<file path="src/rtl/imem_loader.sv">
// rtl/imem_loader.sv - boot loader: framed byte stream to instruction-memory writes
module imem_loader #(
    parameter int                    ADDR_WIDTH = 32,
    parameter logic [ADDR_WIDTH-1:0] BASE_ADDR  = '0,
    parameter int                    MAX_WORDS  = 256,
    parameter logic [7:0]            SYNC_BYTE  = 8'hA5
) (
    input  logic                  clk,
    input  logic                  rst,
    input  logic [7:0]            in_data,
    input  logic                  in_valid,
    output logic                  in_ready,
    input  logic                  reload,
    output logic                  i_mem_wr_en,
    output logic [ADDR_WIDTH-1:0] i_mem_wr_addr,
    output logic [31:0]           i_mem_wr_data,
    output logic                  cpu_rst,
    output logic                  done,
    output logic                  err
);

    typedef enum logic [2:0] {
        S_IDLE,
        S_LEN_LO,
        S_LEN_HI,
        S_DATA,
        S_CSUM,
        S_DONE,
        S_ERR
    } state_t;

    localparam logic [15:0] MAX_LEN = 16'(MAX_WORDS);

    state_t      state;
    logic [15:0] len;
    logic [15:0] word_cnt;
    logic [1:0]  byte_cnt;
    logic [7:0]  sum;
    logic [23:0] word_buf;
    logic        fire;
    logic [15:0] len_next;

    assign fire     = in_valid && in_ready;
    assign len_next = {in_data, len[7:0]};

    always_ff @(posedge clk) begin
        if (!rst) begin
            state         <= S_IDLE;
            in_ready      <= 1'b0;
            i_mem_wr_en   <= 1'b0;
            i_mem_wr_addr <= BASE_ADDR;
            i_mem_wr_data <= '0;
            cpu_rst       <= 1'b1;
            done          <= 1'b0;
            err           <= 1'b0;
            len           <= '0;
            word_cnt      <= '0;
            byte_cnt      <= '0;
            sum           <= '0;
            word_buf      <= '0;
        end else begin
            i_mem_wr_en <= 1'b0;
            in_ready    <= 1'b1;
            unique case (state)
                S_IDLE: begin
                    if (fire && in_data == SYNC_BYTE) begin
                        state    <= S_LEN_LO;
                        sum      <= '0;
                        byte_cnt <= '0;
                        word_cnt <= '0;
                    end
                end
                S_LEN_LO: begin
                    if (fire) begin
                        len[7:0] <= in_data;
                        state    <= S_LEN_HI;
                    end
                end
                S_LEN_HI: begin
                    if (fire) begin
                        len[15:8] <= in_data;
                        if (len_next > MAX_LEN) begin
                            state    <= S_ERR;
                            err      <= 1'b1;
                            in_ready <= 1'b0;
                        end else if (len_next == 16'd0) begin
                            state <= S_CSUM;
                        end else begin
                            state <= S_DATA;
                        end
                    end
                end
                S_DATA: begin
                    if (fire) begin
                        sum      <= sum + in_data;
                        byte_cnt <= byte_cnt + 2'd1;
                        if (byte_cnt == 2'd3) begin
                            // word_buf holds {b2,b1,b0}; the 4th byte completes the word
                            i_mem_wr_en   <= 1'b1;
                            i_mem_wr_addr <= BASE_ADDR + ADDR_WIDTH'({word_cnt, 2'b00});
                            i_mem_wr_data <= {in_data, word_buf};
                            word_cnt      <= word_cnt + 16'd1;
                            if (word_cnt == len - 16'd1) begin
                                state <= S_CSUM;
                            end
                        end else begin
                            word_buf <= {in_data, word_buf[23:8]};
                        end
                    end
                end
                S_CSUM: begin
                    if (fire) begin
                        in_ready <= 1'b0;
                        if (in_data == sum) begin
                            state   <= S_DONE;
                            done    <= 1'b1;
                            cpu_rst <= 1'b0;
                        end else begin
                            state <= S_ERR;
                            err   <= 1'b1;
                        end
                    end
                end
                S_DONE: begin
                    if (reload) begin
                        state    <= S_IDLE;
                        done     <= 1'b0;
                        cpu_rst  <= 1'b1;
                        word_cnt <= '0;
                        byte_cnt <= '0;
                        sum      <= '0;
                    end else begin
                        in_ready <= 1'b0;
                    end
                end
                S_ERR: begin
                    if (reload) begin
                        state <= S_IDLE;
                        err   <= 1'b0;
                    end else begin
                        in_ready <= 1'b0;
                    end
                end
                default: begin
                    state <= S_IDLE;
                end
            endcase
        end
    end

endmodule

</file>
<file path="config.mk">
export PLATFORM = sky130hd
export DESIGN_NAME = imem_loader
export DESIGN_NICKNAME = d
export VERILOG_FILES = /design/src/rtl/imem_loader.sv
export SDC_FILE = /design/constraint.sdc
export NUM_CORES = 1
export LEC_CHECK = 0
export ABC_AREA = 1
export CAP_MARGIN = 20
export CORE_ASPECT_RATIO = 1.2
export CORE_UTILIZATION = 35
export DETAILED_ROUTE_END_ITERATION = 8
export PLACE_DENSITY_LB_ADDON = 0.3
export SLEW_MARGIN = 25
export SYNTH_ARGS = -nofsm -noshare
export SYNTH_HDL_FRONTEND = slang
export SYNTH_SLANG_ARGS = --single-unit
</file>
<file path="constraint.sdc">
create_clock -name clk -period 2.7 [get_ports clk]
set_clock_uncertainty 0.15 [all_clocks]
set_input_delay 0.54 -clock clk [delete_from_list [all_inputs] [get_ports clk]]
set_output_delay 0.54 -clock clk [all_outputs]
set_load 0.01 [all_outputs]
</file>
=== Word level (Yosys, flattened, before mapping) ===
Index checks and enable logic that the tools add are counted.

* Register bits after elaboration: 122
* Output and inout port bits: 69
* Input bits: 12

* Order comparisons: 1
* Equal/unequal tests: 23
* Muxes and demuxes: 44
* Add/sub/neg operators: 4
* Reduce and logical (&&, ||, !) cells: 18
* Bitwise operators: 1

{| class="wikitable"
|+ Operators with widths
! cell !! count
|-
| $mux W16 || 4
|-
| $pmux W16 S3 || 1
|-
| $mux W3 || 10
|-
| $mux W8 || 3
|-
| $ne A2 B2 Y1 const B || 12
|-
| $pmux W8 S3 || 1
|-
| $pmux W3 S6 || 1
|-
| $add A16 B1 Y16 const B || 1
|-
| $eq A16 B16 Y1 || 1
|-
| $gt A16 B9 Y1 const B || 1
|-
| $logic_not A16 Y1 || 1
|-
| $sub A16 B1 Y16 const B || 1
|-
| $mux W1 || 15
|-
| $eq A3 B3 Y1 const B || 3
|-
| $reduce_and A3 Y1 || 3
|-
| $add A8 B8 Y8 || 1
|-
| $eq A8 B8 Y1 || 1
|-
| $eq A8 B8 Y1 const B || 1
|-
| $mux W2 || 4
|-
| $reduce_and A4 Y1 || 2
|-
| $reduce_and A8 Y1 || 1
|-
| $eq A3 B2 Y1 const B || 2
|-
| $pmux W1 S3 || 2
|-
| $pmux W2 S3 || 1
|-
| other kinds (14) || 18
|}

=== Longest topological paths before layout ===
Gate-level depths: netlist of the first run.

* Depth in word-level cells: 6
* Gate-level depth with buffers: 16
* Gate-level depth less buffers: 16

=== Worst setup path before layout of the first run ===
No wires, ideal clock.

* Path type: input port to flip-flop
* From: input port in_data[0]
* To: register sum[6]
* Library setup time: 0.128 ns
* Arrival time: 2.000 ns
* Buffers on the path: 0
* Setup slack: 0.423 ns
* Required time: 2.422 ns
* Cell stages on the path: 12
* Cells stage by stage: ha_1 -> fa_1 -> nand2_1 -> inv_1 -> o21ai_0 -> nand2_1 -> nand2_1 -> nand2_1 -> a21oi_1 -> xor2_1 -> o21a_1 -> nor2_1

* Cells in the longest elaborated chain, start to end: 4
* Elaborated cells on any way between the ends: 7
* Those cells by class: 1 x add/sub; 2 x eq/ne; 2 x mux; 2 x reduce/logical

{| class="wikitable"
|+ RTL lines
! element !! RTL line !! text
|-
| start: declaration || 10 || <nowiki>input logic [7:0] in_data,</nowiki>
|-
| branches (longest 4 deep; another with $add A8 B8 Y8) || - ||
|-
| end signal: assignment || 95 || <nowiki>sum <= sum + in_data;</nowiki>
|-
| end: declaration || 38 || <nowiki>logic [7:0] sum;</nowiki>
|}

Parallel ways; which one is timed is not known. The select of a mux whose other input is x is not followed.
A chain may end at the register's enable or synchronous reset.

=== Final worst setup path of the first run ===
Same ends and word-level chain as after synthesis.

==> results of run 1 <==
==> routing by layer <==
layer | wire length (um) | vias to the layer above | track usage [%]
met5 | 0 | - | 0
met4 | 410 | 0 | 7.73
met3 | 567 | 23 | 4.10
met2 | 7520 | 96 | 32.5
met1 | 7300 | 2653 | 23.1
li1 | - | 2881 | -
==> power by group through the flow <==
stage / registers, mW / logic (mW) / clock network [mW]
6_report: 1.95 / 1.30 / 2.30
5_1_grt: 1.96 / 1.47 / 2.41
4_1_cts: 1.95 / 1.30 / 2.33
3_5_place_dp: 1.99 / 1.29 / 0
3_3_place_gp: 1.99 / 1.28 / 0
2_1_floorplan: 1.96 / 0.935 / 0
==> cells by family (layout without fill, tap and decap cells) <==
family / after synthesis / after routing
compound gates: 172 / 172
flops: 122 / 122
other cells: 1 / 16
simple gates: 397 / 397
fa+ha+maj: 12 / 12
xor+xnor: 25 / 25
buf+inv: 119 / 197
==> metrics by stage <==
step	cells	TNS [ps]	instance area [um^2]
6_report	1153	0	7490
5_1_grt	1153	0	7490
4_1_cts	1153	0	7490
3_5_place_dp	1121	-469	6900
3_3_place_gp	1121	-189	6900
2_1_floorplan	863	0	5990
==> cell usage in the layout, fill, tap and decap left out, drive strengths merged <==
master           n
nor2           192
nand2          130
dfxtp          122
o21ai          102
inv             66
clkdlybuf4s50   63
a21oi           59
nand3           42
buf             37
clkbuf          20
xor2            19
conb            16
ha              11
nor3            10
clkinv           9
nand4            8
xnor2            6
nand3b           4
nor4             4
a31oi            3
nor3b            3
a211oi           2
o21a             2
bufinv           2
or2              2
a41oi            1
a221oi           1
and2             1
and3             1
a21o             1
a22oi            1
fa               1
==> final cells by class <==
type	count	area, um^2
inverter	65	245
clock buffer	20	457
sequential	122	2440
timing repair buffer	100	931
multi-input combinational	622	3010
tap	212	265
clock inverter	12	140
fill	1656	8910
==> worst min path at each step <==
stage	slack [ps]	endpoint	startpoint	depth (start not counted)
after floorplan	290	byte_cnt[0]	byte_cnt[0]	1
after global placement	290	done	done	2
after detailed placement	290	done	done	2
after CTS	300	done	done	2
after global routing	340	done	done	2
final	300	done	done	2
==> worst reg2reg max path, cell delays in order, from the launching register on <==
cell and delay [ps]:
dfxtp_1 350, inv_1 200, ha_1 220, nand2_1 130, nor2_1 240, xor2_1 170
nand3_1 90, nor3_1 160, nand2_1 100, nand2_1 190, nand3_1 100, nand2_1 70
nor2_1 40
==> sequential cells by signal (all words and copies together) (netlist names) <==
| signal | cells |
|---|---|
| i_mem_wr_data | 32 |
| done | 1 |
| word_cnt | 16 |
| i_mem_wr_addr | 16 |
| word_buf | 24 |
| len | 16 |
| sum | 8 |
| i_mem_wr_en | 1 |
| byte_cnt | 2 |
| state | 3 |
| cpu_rst | 1 |
| in_ready | 1 |
| err | 1 |
==> results.txt, run 1 <==
----------------------------------------------------
[Yosys]
  Largest family of logic cells by synthesized area ... simple AND/OR/NAND/NOR gates
  Fraction of the yosys area taken by sequential cells ... 41.2%
  Async set-or-reset flop fraction in the synthesized netlist ... 0%
  Adder-cell area share of the yosys netlist ... 2.66%
  Post-Syn Area ... 5930 um^2
  Unique cell type count in the Yosys netlist ... 43
  Avg Cell Area, Syn ... 6.99 um^2
  Fraction of synthesized cell area taken by the top area cell type ... 41.2%
  Top-count cell post-synth ... nor2_1
  Post-synthesis share of cell area spent on and, or, nand and nor gates ... 28.4%
  Top FF cell, synth ... dfxtp_1
  Main area contributors after synthesis ... dfxtp_1 (41%), nor2_1 (12%), o21ai_0 (8.4%)
  Post-synth top cells ... nor2_1 (184), nand2_1 (127), dfxtp_1 (122)
  Multiplexer share of the synthesized area ... 0%
  Synth area leader ... dfxtp_1
  Synthesized-area fraction occupied by ao, oa, aoi and oai cells ... 15.0%
  Synthesized netlist cell count ... 848
  Count of flip-flops with a built-in enable after synthesis ... 0
  Ys Warns ... 0
  Xor/xnor cell area share of the yosys netlist ... 3.69%
  FF+latch count, synth ... 122

[Pwr]
  Switching power summed over all nets ... 1.75 mW
  Share of total power in sequential cells ... 35.2%
  Combinational fraction of design power ... 23.4%
  IR Drop Worst-Case VDD ... 0.387 mV
  Fraction of power consumed by the clock network ... 41.4%
  Total Power Consumption ... 5.55 mW
  Switching Fraction ... 31.5%
  Internal Pwr Total ... 3.80 mW
  Pleak ... 3.43 nW
  Total power density per cell area ... 740 nW/um^2

[Timing]
  Least setup slack across all paths after layout ... 294 ps
  Smallest hold slack ... 298 ps
  RSZ-0062 raised after global routing ... no
  Final hold viol count ... 0
  Part of the cycle the worst path needs ... 89.1%
  Highest attainable clock frequency ... 416 MHz
  Number of max-slew violations in the final report ... 0
  Setup-violating endpoint count in the final report ... 0
  Time the final worst path needs with I/O delays and setup ... 2410 ps

[Detailed routing]
  Vias after detailed routing ... 5653
  Drt first pass iters ... 5
  Average wire per cell in the routed design ... 13.7 um
  Final wirelength ... 15800 um
  DRC violation count after routing ... 0
  Initial detailed-routing violation count ... 289
  Routed via count divided by cell count ... 4.90
  Detail Route Antenna Nets ... 0

[Setup path]
  Critical path launch point type ... input port
  Largest stage delay, worst path ... 430 ps
  Critical setup path kind ... in -> reg
  Worst path slowest cell ... clkdlybuf4s50_1
  Critical path arrival ... 2560 ps
  Depth of the most critical reg-to-reg path ... 12
  Worst setup startpoint ... in_data[0]
  Cell family with the largest share of critical-path delay ... adder cells
  Instance count on the critical path ... 13
  End of the worst register-to-register path ... state[1]
  Kind of end point of the critical path ... register
  Critical path data required time ... 2850 ps
  Termination of the worst setup path ... sum[6]
  Beginning of the worst register-to-register path ... len[0]
  Combined buffer and inverter count along the critical path ... 2
  Reg2reg setup slack ... 400 ps
  Critical path fanouts, max ... 2
  Crit-path cells ... clkdlybuf4s50_1 -> ha_1 -> fa_1 -> nand2_1 -> inv_1 -> o21ai_0 -> nand2_1 -> nand2_1 -> nand2_1 -> a21oi_1 -> xor2_1 -> o21a_1 -> nor2_1
  Cell type with the highest occurrence count on the critical path ... nand2_1

[Clock network]
  Sink Count ... 122
  Quantity of gates resized following cts ... 0
  TritonCTS clock tree ... done
  CTS clock-pin slew for the worst setup and hold paths ... 60 ps
  Hold buffer count at cts ... 0
  Clock Tree Buf Depth ... 2
  Deepest level of the CTS H-tree ... 4
  Clock tree root driver cell ... clkbuf_16
  Post-CTS Repair Setup Buffers ... 0
  Clk_lat worst skew ... 420 ps
  Number of buffers created by CTS ... 17

[Global routing]
  Pin count of the biggest net entering global routing ... 81
  Number of antenna violations at the first check in global routing ... 0
  Overflow left after global routing ... 0
  Total global routing track utilization ... 19.0%
  Number of global-route vias before repair ... 5291
  First-pass GRT wire length ... 26000 um

[Layout]
  Ant. Diodes ... 0
  Fraction of layout cells with a size suffix above 1 ... 9.56%
  Signed area change from the synthesized netlist to the final layout ... 26.4%
  End-of-flow core utilization ... 45.7%
  Total number of nets in the final design ... 952

[Die]
  I/O pin cnt ... 81
  Die Span X ... 121 um
  Die area ... 17500 um^2
  Initial standard-cell utilization of the core ... 36.2%
  Total core area ... 16400 um^2
  Row Count ... 51
  Die boundary height ... 145 um

[Worst hold path]
  Kind of path behind the tightest hold check ... reg -> reg

[Placement]
  Placer's final routability congestion estimate ... 0.891
  Detailed-placement wirelength estimate ... 11100 um
  Dpl ws ... -136 ps
  Count of port buffers added during placement ... 64

[Run status]
  Status ... finished clean

[Run]
  Number of max-cap violations ... 0

----------------------------------------------------
No activity file was read; power rests on OpenSTA's default activity.
==> run 2, diff against run 1 <==
--- a/config.mk
+++ b/config.mk
@@ -8,7 +8,9 @@
 export ABC_AREA = 1
 export CAP_MARGIN = 20
 export CORE_ASPECT_RATIO = 1.2
+export CORE_MARGIN = 8
 export CORE_UTILIZATION = 35
+export CTS_CLUSTER_SIZE = 20
 export DETAILED_ROUTE_END_ITERATION = 8
 export PLACE_DENSITY_LB_ADDON = 0.3
 export SLEW_MARGIN = 25
==> run 2 against run 1 <==
Net effect: worst hold slack better by 7.8 ps; power up 0.19%; cell count up 0.35%; die area up 22%; critical endpoint unchanged.
==> results.txt, run 2 (same netlist as run 1, synthesis figures left out) <==
----------------------------------------------------
[Run status]
  Status ... finished clean (unchanged)

[Setup path]
  Cell family with the largest share of critical-path delay ... adder cells (unchanged)
  Combined buffer and inverter count along the critical path ... 2 (unchanged)
  Depth of the most critical reg-to-reg path ... 12 (unchanged)
  Critical path data required time ... 2840 ps (was 2850 ps)
  Cell type with the highest occurrence count on the critical path ... nand2_1 (unchanged)
  Kind of end point of the critical path ... register (unchanged)
  Critical setup path kind ... in -> reg (unchanged)
  Beginning of the worst register-to-register path ... len[0] (unchanged)
  Worst setup startpoint ... in_data[0] (unchanged)
  Instance count on the critical path ... 13 (unchanged)
  Critical path fanouts, max ... 2 (unchanged)
  Worst path slowest cell ... clkdlybuf4s50_1 (unchanged)
  Crit-path cells ... clkdlybuf4s50_1 -> ha_1 -> fa_1 -> nand2_1 -> inv_1 -> o21ai_0 -> nand2_1 -> nand2_1 -> nand2_1 -> a21oi_1 -> xor2_1 -> o21a_1 -> nor2_1 (unchanged)
  Critical path launch point type ... input port (unchanged)
  Largest stage delay, worst path ... 430 ps (about the same)
  Critical path arrival ... 2570 ps (was 2560 ps)

[Die]
  Row Count ... 52 (was 51)
  Die Span X ... 135 um (was 121 um)
  Die boundary height ... 159 um (was 145 um)
  Initial standard-cell utilization of the core ... 35.5% (was 36.2%)
  Die area ... 21400 um^2 (was 17500 um^2)
  I/O pin cnt ... 81 (unchanged)
  Total core area ... 16700 um^2 (was 16400 um^2)

[Global routing]
  First-pass GRT wire length ... 26800 um (was 26000 um)
  Number of global-route vias before repair ... 5326 (was 5291)
  Number of antenna violations at the first check in global routing ... 0 (unchanged)
  Global routing met1 resource utilization ... 18.6% (was 23.1%)
  M2 GR Usage ... 26.1% (was 32.5%)
  Total global routing track utilization ... 15.7% (was 19.0%)
  GRT met3 Usage ... 4.29% (was 4.10%)
  Pin count of the biggest net entering global routing ... 94 (was 81)
  Overflow left after global routing ... 0 (unchanged)
  Most used routing layer in global routing ... met2 (unchanged)

[Pwr]
  IR Drop Worst-Case VDD ... 0.389 mV (was 0.387 mV)
  Total power density per cell area ... 740 nW/um^2 (about the same)
  Pleak ... 3.42 nW (was 3.43 nW)
  Total Power Consumption ... 5.56 mW (was 5.55 mW)

[Layout]
  Total number of nets in the final design ... 952 (unchanged)
  Commonest cells after routing, fill and taps aside ... nor2_1 (184), nand2_1 (127), dfxtp_1 (122), o21ai_0 (100), clkdlybuf4s50_1 (63) (unchanged)
  Ant. Diodes ... 0 (unchanged)
  Fraction of layout cells with a size suffix above 1 ... 9.67% (was 9.56%)
  Flip-flop count of the largest register after layout ... 32 (unchanged)
  Non-Filler Cell Area, Final ... 7510 um^2 (was 7490 um^2)
  Top flop regs ... i_mem_wr_data: 32 flops, word_buf: 24 flops (unchanged)
  Signed area change from the synthesized netlist to the final layout ... 26.6% (was 26.4%)
  Biggest register ... i_mem_wr_data (unchanged)
  Leading cell type in the layout, fill and taps excluded ... nor2_1 (unchanged)

[Worst hold path]
  Start point of the worst min-delay path ... done (unchanged)
  Hold Path Cell Cnt ... 2 (unchanged)
  Kind of path behind the tightest hold check ... reg -> reg (unchanged)

[Detailed routing]
  DRC violation count after routing ... 0 (unchanged)
  Initial detailed-routing violation count ... 291 (was 289)
  Drt first pass iters ... 5 (unchanged)
  Detail Route Antenna Nets ... 0 (unchanged)
  Average wire per cell in the routed design ... 14.1 um (was 13.7 um)
  Final wirelength ... 16300 um (was 15800 um)
  Vias after detailed routing ... 5577 (was 5653)
  Routed via count divided by cell count ... 4.82 (was 4.90)

[Run]
  Number of max-cap violations ... 0 (unchanged)

[Clock network]
  Hold buffer count at cts ... 0 (unchanged)
  Deepest level of the CTS H-tree ... 4 (unchanged)
  Number of buffers created by CTS ... 17 (unchanged)
  TritonCTS clock tree ... done (unchanged)
  Clock tree root driver cell ... clkbuf_16 (unchanged)
  Post-CTS Repair Setup Buffers ... 0 (unchanged)
  Sink Count ... 122 (unchanged)
  CTS clock-pin slew for the worst setup and hold paths ... 60 ps (about the same)
  Clock Tree Buf Depth ... 2 (unchanged)
  Clk_lat worst skew ... 430 ps (was 420 ps)
  Quantity of gates resized following cts ... 0 (unchanged)

[Timing]
  Highest attainable clock frequency ... 411 MHz (was 416 MHz)
  Worst rel slew slack ... 66.6%
  RSZ-0062 raised after global routing ... no (unchanged)
  Number of max-slew violations in the final report ... 0 (unchanged)
  Slew @ Worst Pin ... 497 ps
  Time the final worst path needs with I/O delays and setup ... 2430 ps (was 2410 ps)
  Part of the cycle the worst path needs ... 90.1% (was 89.1%)
  Final hold viol count ... 0 (unchanged)
  Setup-violating endpoint count in the final report ... 0 (unchanged)

[Placement]
  Placer's final routability congestion estimate ... 0.881 (was 0.891)
  Detailed-placement wirelength estimate ... 11500 um (was 11100 um)
  Count of port buffers added during placement ... 64 (unchanged)
  Placed standard-cell area ... 6910 um^2 (was 6900 um^2)

----------------------------------------------------
-- run 2: worst paths after layout --
path / slack (ps) / to
setup / recovery: 270 / sum[6]
hold / removal: 310 / done
setup reg to reg: 380 / state[2]
hold reg to reg: 310 / done
-- run 2: report_power, final --
group	switching, mW	total [mW]	internal [mW]
clock network	0.877	2.29	1.41
logic	0.797	1.32	0.522
registers	0.0789	1.95	1.87
total	1.75	5.56	3.81
-- run 2: layout make-up --
cell class	count	area (um^2)
well taps	216	270
fillers	1663	9210
repair buffers	100	943
multi-input cells	622	3010
clock buffers	19	453
flip-flops and latches	122	2440
inverters	65	245
clock inverters	13	143
-- run 2: worst register-to-register path, stage by stage (launching register included) --
cell and delay (ps):
dfxtp_1 350, inv_1 200, ha_1 230, nand2_1 120
nor2_1 260, xor2_1 170, nand3_1 80, nor3_1 160
nand2_1 130, nand2_1 180, nand3_1 100, nand2_1 70
nor2_1 40
-- run 2: routing by layer --
layer	routed length, um	part of all wire [%]
met1	7370	45
met2	7830	48
met3	844	5.2
met4	294	1.8
met5	0	0
-- run 2: stage by stage --
| stage | std cells | utilization (%) | hold slack (ps) | setup TNS, ps | setup WS, ps |
|---|---|---|---|---|---|
| final | 1157 | 44.9 | 305 | 0 | 269 |
| after global routing | 1157 | 44.9 | 331 | 0 | 0.661 |
| after CTS | 1157 | 44.9 | 306 | 0 | 262 |
| after detailed placement | 1125 | 41.3 | 296 | -405 | -174 |
| after global placement | 1125 | 41.3 | 286 | -207 | -150 |
| after floorplan | 863 | - | 293 | 0 | 423 |
